File: src/rtl/operand_fetch.sv
// operand_fetch: register-file operand fetch stage (IDLE -> READ -> VALID), rev 1.0
// Optional writeback forwarding into the read cycle: define OPERAND_FETCH_BYPASS_EN.
`default_nettype none

module operand_fetch (
   input  logic        CLK,
   input  logic        ResetN,
   input  logic        InValid,
   output logic        InReady,
   input  logic [31:0] InInstr,
   input  logic [31:0] InPC,
   output logic [4:0]  ReadAddress1,
   output logic [4:0]  ReadAddress2,
   input  logic [31:0] ReadData1,
   input  logic [31:0] ReadData2,
   input  logic        WbEn,
   input  logic [4:0]  WbAddress,
   input  logic [31:0] WbData,
   input  logic        Flush,
   output logic        OutValid,
   input  logic        OutReady,
   output logic [31:0] OutInstr,
   output logic [31:0] OutPC,
   output logic [31:0] OutOp1,
   output logic [31:0] OutOp2
);

   typedef enum logic [1:0] {
      IDLE  = 2'd0,
      READ  = 2'd1,
      VALID = 2'd2
   } state_t;

   state_t      state;
   logic        started;
   logic        accept;
   logic [4:0]  rs1;
   logic [4:0]  rs2;
   logic [31:0] op1_next;
   logic [31:0] op2_next;

   assign rs1 = OutInstr[19:15];
   assign rs2 = OutInstr[24:20];

   // Addresses sit at zero outside READ so each read starts with an address change.
   assign ReadAddress1 = (state == READ) ? rs1 : 5'd0;
   assign ReadAddress2 = (state == READ) ? rs2 : 5'd0;

   assign OutValid = (state == VALID);
   assign InReady  = started & ~Flush &
                     ((state == IDLE) | ((state == VALID) & OutReady));
   assign accept   = InValid & InReady;

   always_comb begin
      op1_next = ReadData1;
      op2_next = ReadData2;
`ifdef OPERAND_FETCH_BYPASS_EN
      if (WbEn && (WbAddress == rs1)) op1_next = WbData;
      if (WbEn && (WbAddress == rs2)) op2_next = WbData;
`endif
      if (rs1 == 5'd0) op1_next = 32'h0;
      if (rs2 == 5'd0) op2_next = 32'h0;
   end

`ifndef OPERAND_FETCH_BYPASS_EN
   logic unused_wb;
   assign unused_wb = ^{WbEn, WbAddress, WbData};
`endif

   // started keeps InReady low until the first edge after reset release.
   always_ff @(posedge CLK or negedge ResetN) begin
      if (!ResetN) begin
         state    <= IDLE;
         started  <= 1'b0;
         OutInstr <= 32'h0;
         OutPC    <= 32'h0;
         OutOp1   <= 32'h0;
         OutOp2   <= 32'h0;
      end else begin
         started <= 1'b1;
         if (Flush) begin
            state <= IDLE;
         end else begin
            case (state)
               IDLE: begin
                  if (accept) begin
                     OutInstr <= InInstr;
                     OutPC    <= InPC;
                     state    <= READ;
                  end
               end
               READ: begin
                  OutOp1 <= op1_next;
                  OutOp2 <= op2_next;
                  state  <= VALID;
               end
               VALID: begin
                  if (OutReady) begin
                     if (accept) begin
                        OutInstr <= InInstr;
                        OutPC    <= InPC;
                        state    <= READ;
                     end else begin
                        state <= IDLE;
                     end
                  end
               end
               default: state <= IDLE;
            endcase
         end
      end
   end

endmodule

`default_nettype wire

File: config.mk
export PLATFORM = sky130hd
export DESIGN_NAME = operand_fetch
export DESIGN_NICKNAME = d
export VERILOG_FILES = /design/src/rtl/operand_fetch.sv
export SDC_FILE = /design/constraint.sdc
export NUM_CORES = 1
export LEC_CHECK = 0
export ABC_AREA = 1
export CAP_MARGIN = 5
export CORE_UTILIZATION = 40
export DETAILED_ROUTE_END_ITERATION = 6
export PLACE_DENSITY = 0.92
export SYNTH_ARGS = -nofsm -noshare
export SYNTH_HDL_FRONTEND = slang
export SYNTH_SLANG_ARGS = --single-unit
File: constraint.sdc
create_clock -name CLK -period 1.6 [get_ports CLK]
set_clock_uncertainty 0.15 [all_clocks]
set_input_delay 0.32 -clock CLK [delete_from_list [all_inputs] [get_ports CLK]]
set_output_delay 0.32 -clock CLK [all_outputs]
set_load 0.02 [all_outputs]
==> results.json, run 1 <==
{
  "clkLatencyLatePin_ps": 400,
  "max_stage_delay_ps": 410,
  "dpl.hpwl_mm": 12.0,
  "ys_async_sr_fraction_pct": 100,
  "cp_slowest_cell": "dfrtp_1",
  "grt_max_degree": 47,
  "cts-root-buf": "clkbuf_16",
  "min_period_ps": 1950,
  "grt_first_pass_wirelength_mm": 26.4,
  "worstSetupPathType": "reg -> out",
  "yosys.area.top_type": "dfrtp_1",
  "critical_path_arrival_ps": 1480,
  "coreArea_mm2": 0.0140,
  "setup_viol": 77,
  "path_cells": "nor2_4 > clkinv_2 > buf_8 > buf_4 > nor2_4 > buf_6",
  "r2r-end": "OutInstr[31]",
  "r2r_start": "state[1]",
  "synth_ff_type": "dfrtp_1",
  "p_leak_nw": 5.24,
  "r2r_slack_ps": -300,
  "diodes": 0,
  "die_x_um": 123,
  "cts_tree": "yes",
  "grt_pass1_vias": 5345,
  "fmax_ghz": 0.512,
  "dpl_cell_area_mm2": 0.00882,
  "cts_buffer_depth": 2,
  "place.gp.congestion": 0.811,
  "synth_edf_count": 0,
  "clk_pin_slew_ps": 60,
  "synth-seq-cells": 131,
  "ys_top_cells_by_area": "dfrtp_1, nand2_1, inv_1",
  "layout.nets": 1207,
  "synth_nets": 897,
  "drv.max_cap_violation_count": 0,
  "path_common_cell": "nor2_4",
  "finalHoldViolCount": 0,
  "path_delay_family": "buffers and inverters",
  "critPathMaxFanout": 8,
  "power_w": 0.0118,
  "netlist_area_mm2": 0.00583,
  "htreeDepth": 4,
  "globalRouteTotalUtil_pct": 23.0,
  "rows": 43,
  "synth-seq-area-share_pct": 56.3,
  "drive_gt1_share_pct": 17.4,
  "multiInputGateArea_mm2": 0.00209,
  "worst_pin_slew_ps": 567,
  "ys_types": 16,
  "overflow": 0,
  "dr.pass1.iters": 5,
  "stdcell_area_mm2": 0.00980,
  "failed_checks": "setup timing",
  "ir_drop_v": 0.000711,
  "avgSynthCellArea_um2": 8.03,
  "drt-initial-drc-count": 316,
  "cts.sinks": 131,
  "postRouteAntennaNets": 0,
  "synthToLayoutAreaGrowth_pct": 68.2,
  "period_share_pct": 122,
  "yosys_warnings": 0,
  "tns_ps": -16770,
  "grt_antenna_before_repair": 0,
  "numPortBuffers": 272,
  "synth.cells.most_frequent": "nand2_1, dfrtp_1, inv_1",
  "slew_headroom_pct": 62.2,
  "dieHeight_um": 123,
  "fillCellCount": 1033,
  "dieArea_mm2": 0.0151,
  "drc": 0,
  "slew_violations": 0,
  "crit_buf_inv": 4,
  "syn-instance-count": 726,
  "ioPinCount": 311,
  "wl_per_cell_um": 15.6,
  "worst_setup_path_start_kind": "flip-flop",
  "drt_wl_total_mm": 19.1,
  "yosysTopAreaCellShare_pct": 56.3,
  "start_util_pct": 41.5,
  "placed_cells": 1171,
  "worst-path-stages": 6,
  "min_path_type": "in -> async",
  "p_per_area_mw_per_mm2": 1210,
  "rr_worst_depth": 9,
  "end_kind": "output port",
  "register_area_mm2": 0.00328,
  "setup_ws_ps": -354,
  "yosysMostFrequentCell": "nand2_1",
  "viasPerCell": 4.64,
  "critical_path_required_ps": 1130,
  "fin_cells": 1228,
  "vias": 5701,
  "cts_buffers": 17,
  "rsz0062_at_grt": "yes",
  "dp_slack_ps": -678,
  "status": "finished with violations"
}
-- layout make-up --
cell class,instances,area share (%)
clock buffers,22,4.84
multi-input cells,473,21.3
inverters,81,3.12
repair buffers,332,34.2
well taps,180,2.30
flip-flops and latches,131,33.5
clock inverters,9,0.830
-- timing repair --
action,4_1_cts,5_1_grt
hold endpoints to repair,131,0
hold buffers,1,0
resized for setup,261,125
pin swaps,5,8
buffers inserted,3,8
setup endpoints to repair,228,186
gates cloned,1,13
-- worst max-delay path by stage --
stage                         from         endpoint  slack (ps)
final                     state[1]  ReadAddress1[3]        -350
after global routing      state[1]  ReadAddress1[1]        -410
after CTS                 state[0]  ReadAddress1[0]        -420
after detailed placement     Flush         OutPC[3]        -680
after global placement       Flush          InReady        -600
after floorplan           state[1]  ReadAddress1[0]         120
-- cell families after synthesis --
| group | count (synthesis) | synth area share (%) |
|---|---|---|
| buf+inv | 122 | 9.92 |
| flops | 131 | 56.3 |
| other cells | 1 | 0.0644 |
| simple gates | 472 | 33.8 |
-- per-stage QoR --
stage                     hold slack, ps  util, %
after floorplan                     -126        -
after global placement              69.8     62.8
after detailed placement            71.0     62.8
after CTS                            202     66.8
after global routing                 235     69.8
final                                230     69.8
-- sequential cells by signal, indices dropped and copies added (netlist names) --
name      count
OutOp2       32
OutInstr     32
state         2
started       1
OutOp1       32
OutPC        32
-- layer usage --
| layer | up-vias | wire (µm) | track usage [%] |
|---|---|---|---|
| met5 | - | 0 | 0 |
| met4 | 0 | 543 | 9.15 |
| met3 | 43 | 1940 | 8.74 |
| met2 | 280 | 9570 | 38.7 |
| met1 | 2604 | 7080 | 26.2 |
| li1 | 2774 | - | - |
-- report_power, final --
group	switching, W	total [W]	internal, W
Combinational	0.00213	0.00374	0.00161
Clock	0.00139	0.00364	0.00224
Sequential	0.000415	0.00443	0.00402
-- cells in the final DEF, fill, tap and decap left out, drive strengths merged --
master / n
nand4: 3
dlygate4sd3: 1
clkbuf: 51
clkdlybuf4s50: 130
dlygate4sd2: 12
nand2: 325
clkdlybuf4s15: 88
buf: 72
conb: 1
nand3: 64
clkinvlp: 3
clkinv: 6
inv: 80
dfrtp: 131
nor2: 80
bufinv: 1
No activity file was read; power rests on OpenSTA's default activity.
==> run 2, diff against run 1 <==
--- a/config.mk
+++ b/config.mk
@@ -9,6 +9,7 @@
 export CAP_MARGIN = 5
 export CORE_UTILIZATION = 40
 export DETAILED_ROUTE_END_ITERATION = 6
+export GPL_TIMING_DRIVEN = 0
 export PLACE_DENSITY = 0.92
 export SYNTH_ARGS = -nofsm -noshare
 export SYNTH_HDL_FRONTEND = slang
==> constraint.sdc (replaced) <==
create_clock -name CLK -period 2 [get_ports CLK]
set_clock_uncertainty 0.15 [all_clocks]
set_input_delay 0.4 -clock CLK [delete_from_list [all_inputs] [get_ports CLK]]
set_output_delay 0.4 -clock CLK [all_outputs]
set_load 0.02 [all_outputs]
==> run 2 against run 1 <==
Effect of this change: the flow still finishes with violations (setup timing); cell count down 1.1%; clock power down 18%; critical path depth down 1; design area down 3.9%; clock-buffer cell count up 1; sequential power down 19%; register-to-register slack better by 540 ps; total power down 19%; core utilization down 2.7 points; worst setup slack better by 330 ps; largest cell class is now sequential cells; highest routed layer unchanged.
==> results.json, run 2 (synthesis results as in run 1) <==
{
  "status": "finished with violations",
  "failed_checks": "setup timing",
  "setup_ws_ps": -24.1,
  "power_w": 0.00962,
  "ioPinCount": 311,
  "critical_path_arrival_ps": 1470,
  "multiInputGateArea_mm2": 0.00198,
  "fin_cells": 1214,
  "clkLatencyLatePin_ps": 410,
  "worstSetupPathType": "reg -> out",
  "clkPwrFrac_pct": 30.9,
  "cts-root-buf": "clkbuf_16",
  "end_kind": "output port",
  "drc": 0,
  "cts.sinks": 131,
  "grt_max_degree": 88,
  "tns_ps": -24.1,
  "p_leak_nw": 5.00,
  "drt-initial-drc-count": 271,
  "critPathMaxFanout": 3,
  "setup_viol": 1,
  "min_period_ps": 2020,
  "fillCellCount": 1052,
  "place.gp.congestion": 0.793,
  "comb_power_share_pct": 32.0,
  "cts_tree": "yes",
  "p_int_w": 0.00659,
  "p_per_area_mw_per_mm2": 1020,
  "dieArea_mm2": 0.0151,
  "period_share_pct": 101,
  "power.switching_w": 0.00304,
  "dieHeight_um": 123,
  "dpl.hpwl_mm": 13.2,
  "swShare_pct": 31.5,
  "fmax_ghz": 0.494,
  "ir_drop_v": 0.000656,
  "stdcell_area_mm2": 0.00942,
  "vias": 5685,
  "layout_common_cells": "nand2_1, clkdlybuf4s50_1, dfrtp_1, inv_1, nor2_1",
  "dr.pass1.iters": 4,
  "coreArea_mm2": 0.0140,
  "layout_commonest_cell": "nand2_1",
  "min_path_type": "in -> reg",
  "start_util_pct": 41.5,
  "postRouteAntennaNets": 0,
  "placed_cells": 1179,
  "drv.max_cap_violation_count": 0,
  "dpl_cell_area_mm2": 0.00880,
  "clk_pin_slew_ps": 60,
  "drive_gt1_share_pct": 9.68,
  "viasPerCell": 4.68,
  "pwr-share-seq_pct": 37.1,
  "layout.nets": 1194,
  "register_area_mm2": 0.00328,
  "synthToLayoutAreaGrowth_pct": 61.6,
  "grt_first_pass_wirelength_mm": 28.4,
  "hold_slack_ps": 288,
  "numPortBuffers": 272,
  "rsz0062_at_grt": "yes",
  "overflow": 0,
  "cts_buffers": 17,
  "critical_path_required_ps": 1450,
  "worst_pin_slew_ps": 585,
  "slew_violations": 0,
  "globalRouteTotalUtil_pct": 25.0,
  "htreeDepth": 4,
  "die_x_um": 123,
  "slew_headroom_pct": 61.0,
  "grt_pass1_vias": 5708,
  "finalHoldViolCount": 0,
  "drt_wl_total_mm": 18.2,
  "worst_setup_path_start_kind": "flip-flop",
  "rows": 43,
  "cts_buffer_depth": 2,
  "grt_antenna_before_repair": 1,
  "wl_per_cell_um": 15.0
}
run 2: worst paths after layout:
check	startpoint	endpoint	slack [ps]	depth (start not counted)
worst max-delay path	state[0]	InReady	-20	5
worst min-delay path	Flush	state[1]	290	4
worst max register to register	OutInstr[21]	OutOp2[8]	240	5
worst min register to register	OutPC[5]	OutPC[5]	330	2
max in group asynchronous	ResetN	OutOp1[31]	600	3
min in group asynchronous	ResetN	OutPC[22]	330	2
run 2: timing repair:
item | in CTS | in global routing
endpoints found under the setup margin | 18 | 20
setup buffers | 3 | 1
gates cloned | 0 | 0
pin swaps | 3 | 2
endpoints found under the hold margin | 44 | 0
hold buffers | 1 | 0
gates resized for setup | 63 | 19
run 2: through the flow:
step | setup slack, ps | util [%]
after global routing | -73.6 | 67.1
after detailed placement | -608 | 62.7
after CTS | -23.5 | 66.7
after floorplan | 435 | -
final | -24.1 | 67.1
after global placement | -4720 | 62.5
run 2: area by class of cell:
type	instances	area share, %
Timing Repair Buffer	278	29.5
Clock inverter	6	0.850
Inverter	81	3.28
Multi-Input combinational cell	473	21.1
Buffer	41	2.98
Tap cell	180	2.39
Sequential cell	131	34.8
Antenna cell	1	0.0266
Clock buffer	23	5.07
run 2: power by group through the flow:
| stage | logic [W] | registers, W | clock network [W] |
|---|---|---|---|
| after global routing | 0.00333 | 0.00364 | 0.00315 |
| after global placement | 0.00304 | 0.00358 | 0 |
| after floorplan | 0.000681 | 0.00425 | 0 |
| after CTS | 0.00311 | 0.00357 | 0.00302 |
| final | 0.00308 | 0.00357 | 0.00297 |
| after detailed placement | 0.00310 | 0.00360 | 0 |
run 2: routing by layer:
layer  vias to the layer above  track usage [%]  share of wire [%]
li1                       2745                -                  -
met1                      2656             28.3                 38
met2                       249             42.7                 49
met3                        35             9.06                 10
met4                         0             10.1                2.1
met5                         -                0                  0
run 2: critical path: stages (launching register included):
cell and delay [ps]:
dfrtp_1 410, nor2_2 170, nand2_1 90, nor2_2 140
buf_6 140, buf_6 110
